File: config.mk
export PLATFORM = sky130hd
export DESIGN_NAME = mag_sar_search_flat
export DESIGN_NICKNAME = d
export VERILOG_FILES = /design/src/rtl/mag_sar_search_pkg.sv /design/src/rtl/mag_sar_search_if.sv /design/src/rtl/mag_sar_search.sv /design/src/flat_wrapper.sv
export SDC_FILE = /design/constraint.sdc
export NUM_CORES = 1
export LEC_CHECK = 0
export ABC_AREA = 1
export BUFFER_PORTS_ARGS = -buffer_cell sky130_fd_sc_hd__buf_2
export CAP_MARGIN = 15
export CORE_UTILIZATION = 40
export CTS_CLUSTER_DIAMETER = 120
export DETAILED_ROUTE_END_ITERATION = 12
export RECOVER_POWER = 100
export SLEW_MARGIN = 20
export SYNTH_ARGS = -nofsm -noshare
export SYNTH_HDL_FRONTEND = slang
export SYNTH_SLANG_ARGS = --single-unit
File: constraint.sdc
create_clock -name clk -period 1.8 [get_ports clk]
set_input_delay 0.36 -clock clk [delete_from_list [all_inputs] [get_ports clk]]
set_output_delay 0.36 -clock clk [all_outputs]
set_load 0.1 [all_outputs]
File: src/rtl/mag_sar_search_pkg.sv
// rtl/mag_sar_search_pkg.sv - shared types and compare-flag encodings for the SAR search controller
package mag_sar_search_pkg;

    typedef enum logic [1:0] {
        IDLE = 2'd0,
        TRY  = 2'd1,
        WAIT = 2'd2,
        DONE = 2'd3
    } state_t;

    // Compare flags packed as {alb, agb, aeb}
    localparam logic [2:0] LT = 3'b100;
    localparam logic [2:0] GT = 3'b010;
    localparam logic [2:0] EQ = 3'b001;

    function automatic logic is_onehot(input logic [2:0] flags);
        return (flags == LT) || (flags == GT) || (flags == EQ);
    endfunction

endpackage

File: src/rtl/mag_sar_search_if.sv
// rtl/mag_sar_search_if.sv - request/result and comparator-side signals of the SAR search controller
interface mag_sar_search_if #(
    parameter int WIDTH = 8
) ();
    logic             start;
    logic             busy;
    logic             done;
    logic [WIDTH-1:0] result;
    logic             exact;
    logic             error;
    logic [WIDTH-1:0] trial;
    logic             cmp_alb;
    logic             cmp_agb;
    logic             cmp_aeb;

    // Search controller side
    modport master (
        input  start, cmp_alb, cmp_agb, cmp_aeb,
        output busy, done, result, exact, error, trial
    );

    // Requester / comparator side
    modport slave (
        output start, cmp_alb, cmp_agb, cmp_aeb,
        input  busy, done, result, exact, error, trial
    );
endinterface

File: src/rtl/mag_sar_search.sv
// rtl/mag_sar_search.sv - MSB-first successive-approximation search driving a magnitude comparator
module mag_sar_search
    import mag_sar_search_pkg::*;
#(
    parameter int WIDTH   = 8,
    parameter int CMP_LAT = 0
) (
    input  logic               clk,
    input  logic               rst_n,
    mag_sar_search_if.master   bus
);
    localparam int KW = $clog2(WIDTH);
    localparam int CW = (CMP_LAT > 0) ? $clog2(CMP_LAT + 1) : 1;

    state_t           state, state_d;
    logic [WIDTH-1:0] acc, acc_d;
    logic [KW-1:0]    k, k_d;
    logic [CW-1:0]    cnt, cnt_d;
    logic [WIDTH-1:0] trial_q, trial_d;
    logic [WIDTH-1:0] result_q, result_d;
    logic             busy_q, busy_d;
    logic             done_q, done_d;
    logic             exact_q, exact_d;
    logic             error_q, error_d;
    logic [2:0]       flags;
    logic [WIDTH-1:0] acc_kept;

    assign flags    = {bus.cmp_alb, bus.cmp_agb, bus.cmp_aeb};
    assign acc_kept = (flags == GT) ? (acc | (WIDTH'(1) << k)) : acc;

    // State and datapath registers
    always_ff @(posedge clk or negedge rst_n) begin
        if (!rst_n) begin
            state    <= IDLE;
            acc      <= '0;
            k        <= '0;
            cnt      <= '0;
            trial_q  <= '0;
            result_q <= '0;
            busy_q   <= 1'b0;
            done_q   <= 1'b0;
            exact_q  <= 1'b0;
            error_q  <= 1'b0;
        end else begin
            state    <= state_d;
            acc      <= acc_d;
            k        <= k_d;
            cnt      <= cnt_d;
            trial_q  <= trial_d;
            result_q <= result_d;
            busy_q   <= busy_d;
            done_q   <= done_d;
            exact_q  <= exact_d;
            error_q  <= error_d;
        end
    end

    // Next-state and next-output logic; done/result are set on entry to DONE so they are valid in that cycle
    always_comb begin
        state_d  = state;
        acc_d    = acc;
        k_d      = k;
        cnt_d    = cnt;
        result_d = result_q;
        busy_d   = busy_q;
        done_d   = 1'b0;
        exact_d  = exact_q;
        error_d  = error_q;

        case (state)
            IDLE: begin
                if (bus.start) begin
                    acc_d   = '0;
                    k_d     = KW'(WIDTH - 1);
                    exact_d = 1'b0;
                    error_d = 1'b0;
                    busy_d  = 1'b1;
                    cnt_d   = CW'(CMP_LAT);
                    state_d = (CMP_LAT == 0) ? TRY : WAIT;
                end
            end
            WAIT: begin
                if (cnt != '0) begin
                    cnt_d = cnt - 1'b1;
                end
                if (cnt <= CW'(1)) begin
                    state_d = TRY;
                end
            end
            TRY: begin
                if (!is_onehot(flags)) begin
                    error_d  = 1'b1;
                    result_d = acc;
                    done_d   = 1'b1;
                    state_d  = DONE;
                end else if (flags == EQ) begin
                    acc_d    = trial_q;
                    exact_d  = 1'b1;
                    result_d = trial_q;
                    done_d   = 1'b1;
                    state_d  = DONE;
                end else begin
                    acc_d = acc_kept;
                    if (k == '0) begin
                        result_d = acc_kept;
                        done_d   = 1'b1;
                        state_d  = DONE;
                    end else begin
                        k_d     = k - 1'b1;
                        cnt_d   = CW'(CMP_LAT);
                        state_d = (CMP_LAT == 0) ? TRY : WAIT;
                    end
                end
            end
            DONE: begin
                busy_d  = 1'b0;
                state_d = IDLE;
            end
            default: begin
                state_d = IDLE;
            end
        endcase

        trial_d = ((state_d == TRY) || (state_d == WAIT)) ? (acc_d | (WIDTH'(1) << k_d)) : '0;
    end

    assign bus.trial  = trial_q;
    assign bus.busy   = busy_q;
    assign bus.done   = done_q;
    assign bus.result = result_q;
    assign bus.exact  = exact_q;
    assign bus.error  = error_q;

endmodule

File: src/flat_wrapper.sv
// flat-port wrapper written by rule: the top's interface ports become plain ports
module mag_sar_search_flat import mag_sar_search_pkg::*;
#(
    parameter int WIDTH   = 8,
    parameter int CMP_LAT = 0
)
  (clk, rst_n, bus_start, bus_cmp_alb, bus_cmp_agb, bus_cmp_aeb, bus_busy, bus_done, bus_result, bus_exact, bus_error, bus_trial);
  mag_sar_search_if #(.WIDTH(WIDTH)) bus_i ();
  input  logic clk;
  input  logic rst_n;
  input wire logic [$bits(bus_i.start)-1:0] bus_start;
  input wire logic [$bits(bus_i.cmp_alb)-1:0] bus_cmp_alb;
  input wire logic [$bits(bus_i.cmp_agb)-1:0] bus_cmp_agb;
  input wire logic [$bits(bus_i.cmp_aeb)-1:0] bus_cmp_aeb;
  output wire logic [$bits(bus_i.busy)-1:0] bus_busy;
  output wire logic [$bits(bus_i.done)-1:0] bus_done;
  output wire logic [$bits(bus_i.result)-1:0] bus_result;
  output wire logic [$bits(bus_i.exact)-1:0] bus_exact;
  output wire logic [$bits(bus_i.error)-1:0] bus_error;
  output wire logic [$bits(bus_i.trial)-1:0] bus_trial;
  assign bus_i.start = bus_start;
  assign bus_i.cmp_alb = bus_cmp_alb;
  assign bus_i.cmp_agb = bus_cmp_agb;
  assign bus_i.cmp_aeb = bus_cmp_aeb;
  assign bus_busy = bus_i.busy;
  assign bus_done = bus_i.done;
  assign bus_result = bus_i.result;
  assign bus_exact = bus_i.exact;
  assign bus_error = bus_i.error;
  assign bus_trial = bus_i.trial;
  mag_sar_search #(.WIDTH(WIDTH), .CMP_LAT(CMP_LAT)) u_core (.clk(clk), .rst_n(rst_n), .bus(bus_i));
endmodule
==> results.py, run 1 <==
metrics = {
    "grt": {
        "grt_pass1_wl_mm": 6.42,
        "grt_overflow": 0,
        "first_global_vias": 1384,
        "antenna_found_initial": 0,
        "grt_max_degree": 34,
        "track_usage_pct": 19.3,
    },
    "timing": {
        "worst_clock_skew_ns": 0.00607,
        "rsz0062_at_grt": "true",
        "slew_headroom_pct": 45.9,
        "setup_viol": 0,
        "min_period_over_period_pct": 93.6,
        "fmax_mhz": 594,
        "slew_violations": 0,
        "finalCriticalPeriod_ns": 1.68,
        "finalHoldViolations": 0,
        "tightest_slew_ns": 0.811,
        "whs_ns": 0.153,
    },
    "yosys": {
        "syn-num-nets": 214,
        "avgSynthCellArea_um2": 8.72,
        "synth_cell_types": 26,
        "ys_top_cells_by_area": "dfrtp_1 47%, nand2_1 8.4%, inv_1 6.9%",
        "yosysWarnings": 0,
        "synth_top_area_cell": "dfrtp_1",
        "ys_ff_latch": 33,
        "syn-cell-area_mm2": 0.00174,
        "ys_seq_area_share_pct": 47.3,
        "synth_top_area_share_pct": 47.3,
        "syn_inst": 200,
    },
    "routing": {
        "ant_nets": 0,
        "route.detailed.drc": 0,
        "vias": 1464,
        "first_pass_iters": 4,
        "viasPerCell": 4.90,
        "wl_mm": 3.97,
        "post_drt_wl_per_cell_um": 13.3,
        "first_iter_violations": 73,
    },
    "clocking": {
        "cts-root-buf": "clkbuf_8",
        "path_clk_slew_ns": 0.07,
        "clock_sinks": 33,
        "clockBufferDepth": 2,
        "clkLatencyLatePin_ns": 0.29,
        "cts_buffers": 5,
        "cts_tree": "built",
        "cts-hold-fix-buffers": 0,
        "h-tree-depth": 2,
    },
    "setup_path": {
        "r2r_end": "u_core.bus.trial[6]",
        "required_ns": 1.97,
        "path_max_fanout": 4,
        "worstPathArrival_ns": 1.85,
        "path_class": "reg2reg",
        "reg2reg_slack_ns": 0.12,
        "rr_worst_depth": 9,
        "end_kind": "flip-flop",
        "worstReg2RegStart": "u_core.k[1]",
        "cp-start-kind": "flip-flop",
    },
    "cells_and_area": {
        "nets": 262,
        "area_growth_pct": 23.1,
        "final_common_cell": "nand2_1",
        "drive_above_1_share_pct": 30.1,
        "final_cell_mix": "37 x nand2_1, 33 x dfrtp_1, 30 x inv_1",
        "diodes": 0,
        "final_util_pct": 52.5,
    },
    "place": {
        "gp_congestion": 0.931,
        "hpwl_mm": 2.86,
        "numPortBuffers": 25,
    },
    "hold_path": {
        "min_path_type": "in2async",
    },
    "die": {
        "die-area_mm2": 0.00463,
        "ios": 26,
        "core_mm2": 0.00409,
        "die_h_um": 68.0,
        "fp.dieW_um": 68.0,
        "initial_core_util_pct": 42.7,
        "rows": 23,
    },
    "job": {
        "drv_cap": 0,
    },
    "outcome": {
        "outcome": "completed",
    },
}
## timing repair
item | CTS | global route
setup buffers | 0 | 8
endpoints found under the setup margin | 0 | 8
resized for setup | 0 | 7
## layout make-up
class                   count  area [um2]
inverters                  33         124
flip-flops and latches     33         826
fillers                   384        1940
multi-input cells         130         777
well taps                  50        62.6
clock inverters             2        10.0
repair buffers             45         275
clock buffers               6        72.6
## stage by stage
step / setup WS (ns) / TNS, ns / cell area [um2] / instances
6_report: 0.115 / 0 / 2150 / 299
5_1_grt: -0.0589 / -0.0589 / 2150 / 299
4_1_cts: 0.0318 / 0 / 2080 / 291
3_5_place_dp: 0.0380 / 0 / 1990 / 283
3_3_place_gp: 0.0857 / 0 / 1990 / 283
2_1_floorplan: 0.209 / 0 / 1740 / 200
## routing by layer
| metal | part of all wire, % | track usage, % | up-vias |
|---|---|---|---|
| met5 | 0 | 0 | - |
| met4 | 1.2 | 8.07 | 0 |
| met3 | 3.6 | 5.00 | 5 |
| met2 | 46 | 30.9 | 29 |
| met1 | 49 | 24.5 | 684 |
| li1 | - | - | 746 |
## logic make-up (layout without fill, tap and decap cells)
family                     count (synthesis)  in the layout  synth area share, %
AOI/OAI and AO/OA                         35             35                 12.0
xor gates and xnor gates                   1              1                 1.58
adders and majority gates                  8              8                 5.74
buffers and inverters                     37             86                 8.68
DFF                                       33             33                 47.3
and+or+nand+nor                           86             86                 24.7
## worst max-delay path: stages, from the launching register on
cell and delay [ns]:
dfrtp_1 0.41, inv_2 0.10, ha_2 0.20, nand2_2 0.10, nand3_4 0.11, nand2_4 0.07, o21ai_4 0.23, xor2_4 0.16
buf_4 0.15, a21oi_1 0.04
## state kept, by name, summed over array words and instances, names as in the netlist
register / flops
u_core.bus.trial: 8
u_core.bus.exact: 1
u_core.acc: 8
u_core.bus.result: 8
u_core.bus.error: 1
u_core.k: 3
u_core.bus.done: 1
u_core.bus.busy: 1
u_core.state: 2
## synthesized netlist by cell type
master and n:
nor2_1 7, nand3_1 23, nand3_2 1, nand2_2 3, nand3_4 2, inv_1 32, or2_2 4, buf_2 1
o22ai_2 1, nand2_1 39, a21oi_1 11, a31oi_1 4, buf_4 1, xor2_4 1, dfrtp_1 33, nand2_4 2
buf_6 1, o21ai_4 1, o21ai_0 14, nor2_2 1, ha_1 8, o211ai_1 3, nand4_1 4, clkbuf_1 1
o21a_1 1, inv_2 1
## how the worst max path moves through the flow
stage / startpoint / endpoint / slack, ns / depth (start not counted)
3_3_place_gp: u_core.k[1] / u_core.bus.trial[1] / 0.09 / 9
3_5_place_dp: u_core.k[1] / u_core.bus.trial[7] / 0.04 / 8
5_1_grt: u_core.state[0] / u_core.bus.trial[1] / -0.06 / 9
6_report: u_core.k[1] / u_core.bus.trial[6] / 0.12 / 9
2_1_floorplan: u_core.k[0] / u_core.bus.trial[2] / 0.21 / 9
4_1_cts: u_core.k[1] / u_core.bus.trial[7] / 0.03 / 8
Power of run 1 is left out: the tool's default activity adds up to more than one toggle a clock period on the data nets, which glitch-free logic cannot reach.
==> inputs of run 2 (changes only) <==
GPL_TIMING_DRIVEN = 0   (was unset)
==> run 2 against run 1 <==
Net effect:
- hold slack better by 0.012 ns
- core utilization fell by 0.73 points
- largest cell class unchanged
- die area did not move
- cell count down 4.0%
- via count shrank 2.8%
- clock skew increased by 0.0017 ns
- non-clock buffer count decreased by 12
- clock-buffer cell count rose by 1
- first-iteration DRC count up 12%
- maximum frequency shrank 2.2%
==> results.py, run 2 (synthesis gave the netlist of run 1 again) <==
metrics = {
    "clocking": {
        "h-tree-depth": 2,
        "cts_tree": "built",
        "path_clk_slew_ns": 0.07,
        "cts-root-buf": "clkbuf_8",
        "cts_buffers": 5,
        "clock_sinks": 33,
        "cts-hold-fix-buffers": 0,
        "clockBufferDepth": 2,
        "clkLatencyLatePin_ns": 0.29,
    },
    "timing": {
        "finalHoldViolations": 0,
        "slew_violations": 0,
        "slew_headroom_pct": 44.3,
        "worst_clock_skew_ns": 0.00775,
        "finalCriticalPeriod_ns": 1.72,
        "fmax_mhz": 580,
        "tightest_slew_ns": 0.836,
        "worst_slack_ns": 0.0770,
        "min_period_over_period_pct": 95.7,
        "setup_viol": 0,
    },
    "grt": {
        "grt_overflow": 0,
        "first_global_vias": 1325,
        "grt_pass1_wl_mm": 6.28,
        "grt_max_degree": 34,
        "track_usage_pct": 19.1,
        "antenna_found_initial": 0,
    },
    "routing": {
        "viasPerCell": 4.96,
        "route.detailed.drc": 0,
        "post_drt_wl_per_cell_um": 13.7,
        "wl_mm": 3.93,
        "ant_nets": 0,
        "first_iter_violations": 82,
        "vias": 1423,
        "first_pass_iters": 4,
    },
    "setup_path": {
        "cp-start-kind": "flip-flop",
        "worstReg2RegStart": "u_core.state[0]",
        "required_ns": 2.00,
        "slowest_stage": "dfrtp_1",
        "cp_top_family": "simple AND/OR/NAND/NOR gates",
        "path_max_fanout": 7,
        "rr_worst_depth": 9,
        "r2r_end": "u_core.bus.trial[0]",
        "path_class": "reg2reg",
        "slowest_delay_ns": 0.40,
        "cp_cell_sequence": "inv_1, ha_4, nand2_2, inv_1, o21ai_0, nand2_2, nor2_2, nand2_1, a21oi_1",
        "reg2reg_slack_ns": 0.08,
        "path_buf_inv": 2,
        "end_kind": "flip-flop",
        "worstPathArrival_ns": 1.92,
    },
    "cells_and_area": {
        "diodes": 0,
        "nets": 250,
        "drive_above_1_share_pct": 28.7,
        "final_cell_mix": "36 x nand2_1, 33 x dfrtp_1, 28 x inv_1",
        "final_util_pct": 51.8,
        "area_growth_pct": 21.4,
        "fillers": 391,
        "final_common_cell": "nand2_1",
        "post-route-cell-area_mm2": 0.00212,
    },
    "hold_path": {
        "min_path_type": "in2async",
    },
    "job": {
        "drv_cap": 0,
    },
    "die": {
        "initial_core_util_pct": 42.7,
        "rows": 23,
        "die_h_um": 68.0,
        "die-area_mm2": 0.00463,
        "fp.dieW_um": 68.0,
        "core_mm2": 0.00409,
        "ios": 26,
    },
    "place": {
        "hpwl_mm": 2.78,
        "dpl_cell_area_mm2": 0.00193,
        "pre_cts_ws_ns": -0.111,
        "gp_congestion": 0.861,
        "numPortBuffers": 25,
    },
    "outcome": {
        "outcome": "completed",
    },
}
-- run 2: worst register-to-register path, delay by kind of cell, from the launching register on --
kind                     cells  cell delay [ns]
AND/OR/NAND/NOR              4             0.48
flip-flops                   1             0.40
AO/OA/AOI/OAI                2             0.38
adder cells (fa/ha/maj)      1             0.20
buffers and inverters        2             0.19
-- run 2: stage by stage --
stage,hold WS [ns],setup TNS [ns],cells
finish,0.165,0,287
global route,0.229,-0.0489,287
CTS,0.156,0,284
detailed placement,0.462,-0.600,275
global placement,0.456,-0.541,275
floorplan,0.0644,0,200
-- run 2: what timing repair did --
item / CTS / global route
pin swaps: 2 / 3
setup endpoints to repair: 8 / 8
resized for setup: 8 / 11
buffers inserted: 1 / 3
-- run 2: area by class of cell --
class | instances | area [um2] | share of cell area (%)
sequential | 33 | 826 | 39.0
multi-input combinational | 130 | 802 | 37.9
timing repair buffer | 29 | 155 | 7.33
inverter | 33 | 124 | 5.85
clock buffer | 7 | 86.3 | 4.08
tap | 50 | 62.6 | 2.96
buffer | 4 | 31.3 | 1.48
clock inverter | 1 | 30.0 | 1.42
-- run 2: layer usage --
| layer | global-route usage, % | up-vias | part of all wire [%] |
|---|---|---|---|
| li1 | - | 720 | - |
| met1 | 25.2 | 669 | 48 |
| met2 | 29.5 | 28 | 46 |
| met3 | 6.00 | 6 | 3.7 |
| met4 | 5.99 | 0 | 1.6 |
| met5 | 0 | - | 0 |
-- run 2: worst max path at each step --
stage                          from                   to  cells past startpoint
global placement    u_core.state[1]  u_core.bus.trial[2]                      8
detailed placement  u_core.state[1]  u_core.bus.trial[2]                      8
CTS                     u_core.k[1]  u_core.bus.trial[0]                      8
floorplan               u_core.k[0]  u_core.bus.trial[2]                      9
finish              u_core.state[0]  u_core.bus.trial[0]                      9
global route        u_core.state[0]  u_core.bus.trial[0]                      9
Power of run 2 is left out for the same reason.
==> inputs of run 3 (changes only) <==
ABC_AREA = unset   (was 1)
==> run 3 against run 2 <==
Net effect:
- the flow now finishes with violations (negative setup slack)
- via count rose by 14%
- hold slack worse by 0.0095 ns
- die area increased by 3.2%
- area after synthesis rose by 3.3%
- clock skew fell by 0.0036 ns
- core utilization is 4.8 points higher
- cell count is 1.7% higher
- non-clock buffer count up 24
- register-to-register slack got worse by 0.14 ns
- setup slack worse by 0.14 ns
- largest cell class is now multi-input gates
- highest routed layer unchanged
==> results.py, run 3 <==
metrics = {
    "setup_path": {
        "reg2reg_slack_ns": -0.06,
        "end_kind": "flip-flop",
        "path_class": "reg2reg",
        "path_max_fanout": 4,
        "worstPathArrival_ns": 2.08,
        "required_ns": 2.02,
        "cp-start-kind": "flip-flop",
        "worstReg2RegStart": "u_core.state[1]",
        "critPathLaunch": "u_core.state[1]",
    },
    "clocking": {
        "cts_tree": "built",
        "cts_buffers": 5,
        "clock_sinks": 33,
        "path_clk_slew_ns": 0.07,
        "clkLatencyLatePin_ns": 0.29,
        "clockBufferDepth": 2,
        "h-tree-depth": 2,
        "cts-root-buf": "clkbuf_8",
    },
    "die": {
        "fp.dieW_um": 69.1,
        "die-area_mm2": 0.00478,
        "initial_core_util_pct": 41.4,
        "ios": 26,
        "rows": 24,
        "core_mm2": 0.00435,
        "die_h_um": 69.1,
    },
    "yosys": {
        "ys_top_cells_by_count": "33 x dfrtp_1, 28 x nor2_1, 21 x a21oi_1",
        "ys_ff_latch": 33,
        "synth_enable_flop_cells": 0,
        "synth_top_area_share_pct": 45.8,
        "avgSynthCellArea_um2": 9.79,
        "yosysWarnings": 0,
        "synth_xor_area_share_pct": 2.78,
        "synth_cell_types": 37,
        "syn-num-nets": 198,
        "synth_most_common_cell": "dfrtp_1",
        "syn-cell-area_mm2": 0.00180,
        "yosys_most_used_dff": "dfrtp_1",
        "synth-compound-area-share_pct": 25.6,
        "synth_mux_area_share_pct": 1.74,
        "ys_top_cells_by_area": "dfrtp_1 46%, a21oi_1 5.8%, nor2_1 5.8%",
        "synth_top_area_cell": "dfrtp_1",
        "ys_seq_area_share_pct": 45.8,
        "synth-async-reset-ratio_pct": 100,
        "synth_top_family_by_area": "compound AO/OA/AOI/OAI gates",
        "syn_inst": 184,
        "synth_fa_ha_area_share_pct": 5.56,
        "synth_simple_gate_area_share_pct": 14.0,
    },
    "cells_and_area": {
        "drive_above_1_share_pct": 36.7,
        "diodes": 0,
        "final_common_cell": "dfrtp_1",
        "final_cell_mix": "33 x dfrtp_1, 28 x nor2_1, 27 x buf_2",
        "nets": 253,
        "area_growth_pct": 36.9,
    },
    "routing": {
        "ant_nets": 0,
        "viasPerCell": 5.54,
        "post_drt_wl_per_cell_um": 17.4,
        "wl_mm": 5.08,
        "first_iter_violations": 130,
        "first_pass_iters": 4,
        "vias": 1619,
        "route.detailed.drc": 0,
    },
    "grt": {
        "grt_overflow": 0,
        "grt_pass1_wl_mm": 7.87,
        "antenna_found_initial": 0,
        "track_usage_pct": 21.3,
        "first_global_vias": 1591,
        "grt_max_degree": 34,
    },
    "timing": {
        "min_period_over_period_pct": 103,
        "finalHoldViolations": 0,
        "fmax_mhz": 538,
        "rsz0062_at_grt": "true",
        "slew_headroom_pct": 44.1,
        "worst_clock_skew_ns": 0.00416,
        "setup_viol": 8,
        "slew_violations": 0,
        "tightest_slew_ns": 0.839,
        "finalCriticalPeriod_ns": 1.86,
        "whs_ns": 0.156,
        "worst_slack_ns": -0.0592,
    },
    "place": {
        "gp_congestion": 0.865,
        "hpwl_mm": 2.85,
        "numPortBuffers": 25,
    },
    "job": {
        "drv_cap": 0,
    },
    "outcome": {
        "outcome": "finished with violations",
        "violations": "negative setup slack",
    },
    "hold_path": {
        "min_path_type": "in2async",
    },
}
-- run 3: critical path, stage by stage (launching register included) --
cell and delay [ns]:
dfrtp_1 0.40, inv_2 0.10, ha_4 0.15, nor2b_4 0.19, nand3_2 0.09, o311a_4 0.35, buf_6 0.14, o32a_1 0.27
nor2_1 0.10
-- run 3: what timing repair did --
| action | CTS | global route |
|---|---|---|
| endpoints found under the hold margin | 0 | 0 |
| pin swaps | 10 | 6 |
| resized for setup | 27 | 9 |
| hold buffers | 0 | 0 |
| buffers inserted | 17 | 6 |
| cloned | 0 | 0 |
| setup endpoints to repair | 26 | 13 |
-- run 3: path summary, 6_finish.rpt --
path                                   endpoint  cells past startpoint
max                         u_core.bus.trial[4]                      8
max reg2reg                 u_core.bus.trial[4]                      8
max in group asynchronous   u_core.bus.trial[2]                      1
min reg2reg                u_core.bus.result[3]                      2
min                            u_core.bus.error                      1
min in group clk           u_core.bus.result[3]                      2
-- run 3: layer usage --
layer  GRT usage [%]  part of all wire (%)
met2            32.3                    47
met1            29.3                    46
met3            4.97                   5.4
met5               0                     0
met4            8.62                   1.7
-- run 3: cell families (layout without fill, tap and decap cells) --
| group | Yosys count | after routing |
|---|---|---|
| AOI/OAI and AO/OA | 64 | 64 |
| xor gates and xnor gates | 4 | 4 |
| buffers and inverters | 18 | 74 |
| DFF | 33 | 33 |
| muxes | 3 | 3 |
| adders and majority gates | 8 | 8 |
| and+or+nand+nor | 54 | 54 |
-- run 3: metrics by stage --
| step | std cells | area, um2 | setup TNS [ns] | util, % | setup WS [ns] |
|---|---|---|---|---|---|
| after floorplan | 184 | 1800 | 0 | - | 0.00270 |
| after global placement | 261 | 1990 | -8.68 | 45.8 | -0.547 |
| after detailed placement | 261 | 1990 | -8.51 | 45.8 | -0.570 |
| after CTS | 286 | 2380 | -0.0138 | 54.7 | -0.0113 |
| after global routing | 292 | 2470 | -0.857 | 56.6 | -0.127 |
| final | 292 | 2470 | -0.310 | 56.6 | -0.0592 |
-- run 3: layout make-up --
class	count	area, um2
clock buffer	7	86.3
tap	52	65.1
fill	354	1890
multi-input combinational	133	1050
sequential	33	826
buffer	9	60.1
clock inverter	1	30.0
inverter	9	38.8
timing repair buffer	48	314
Power of run 3 is left out for the same reason.
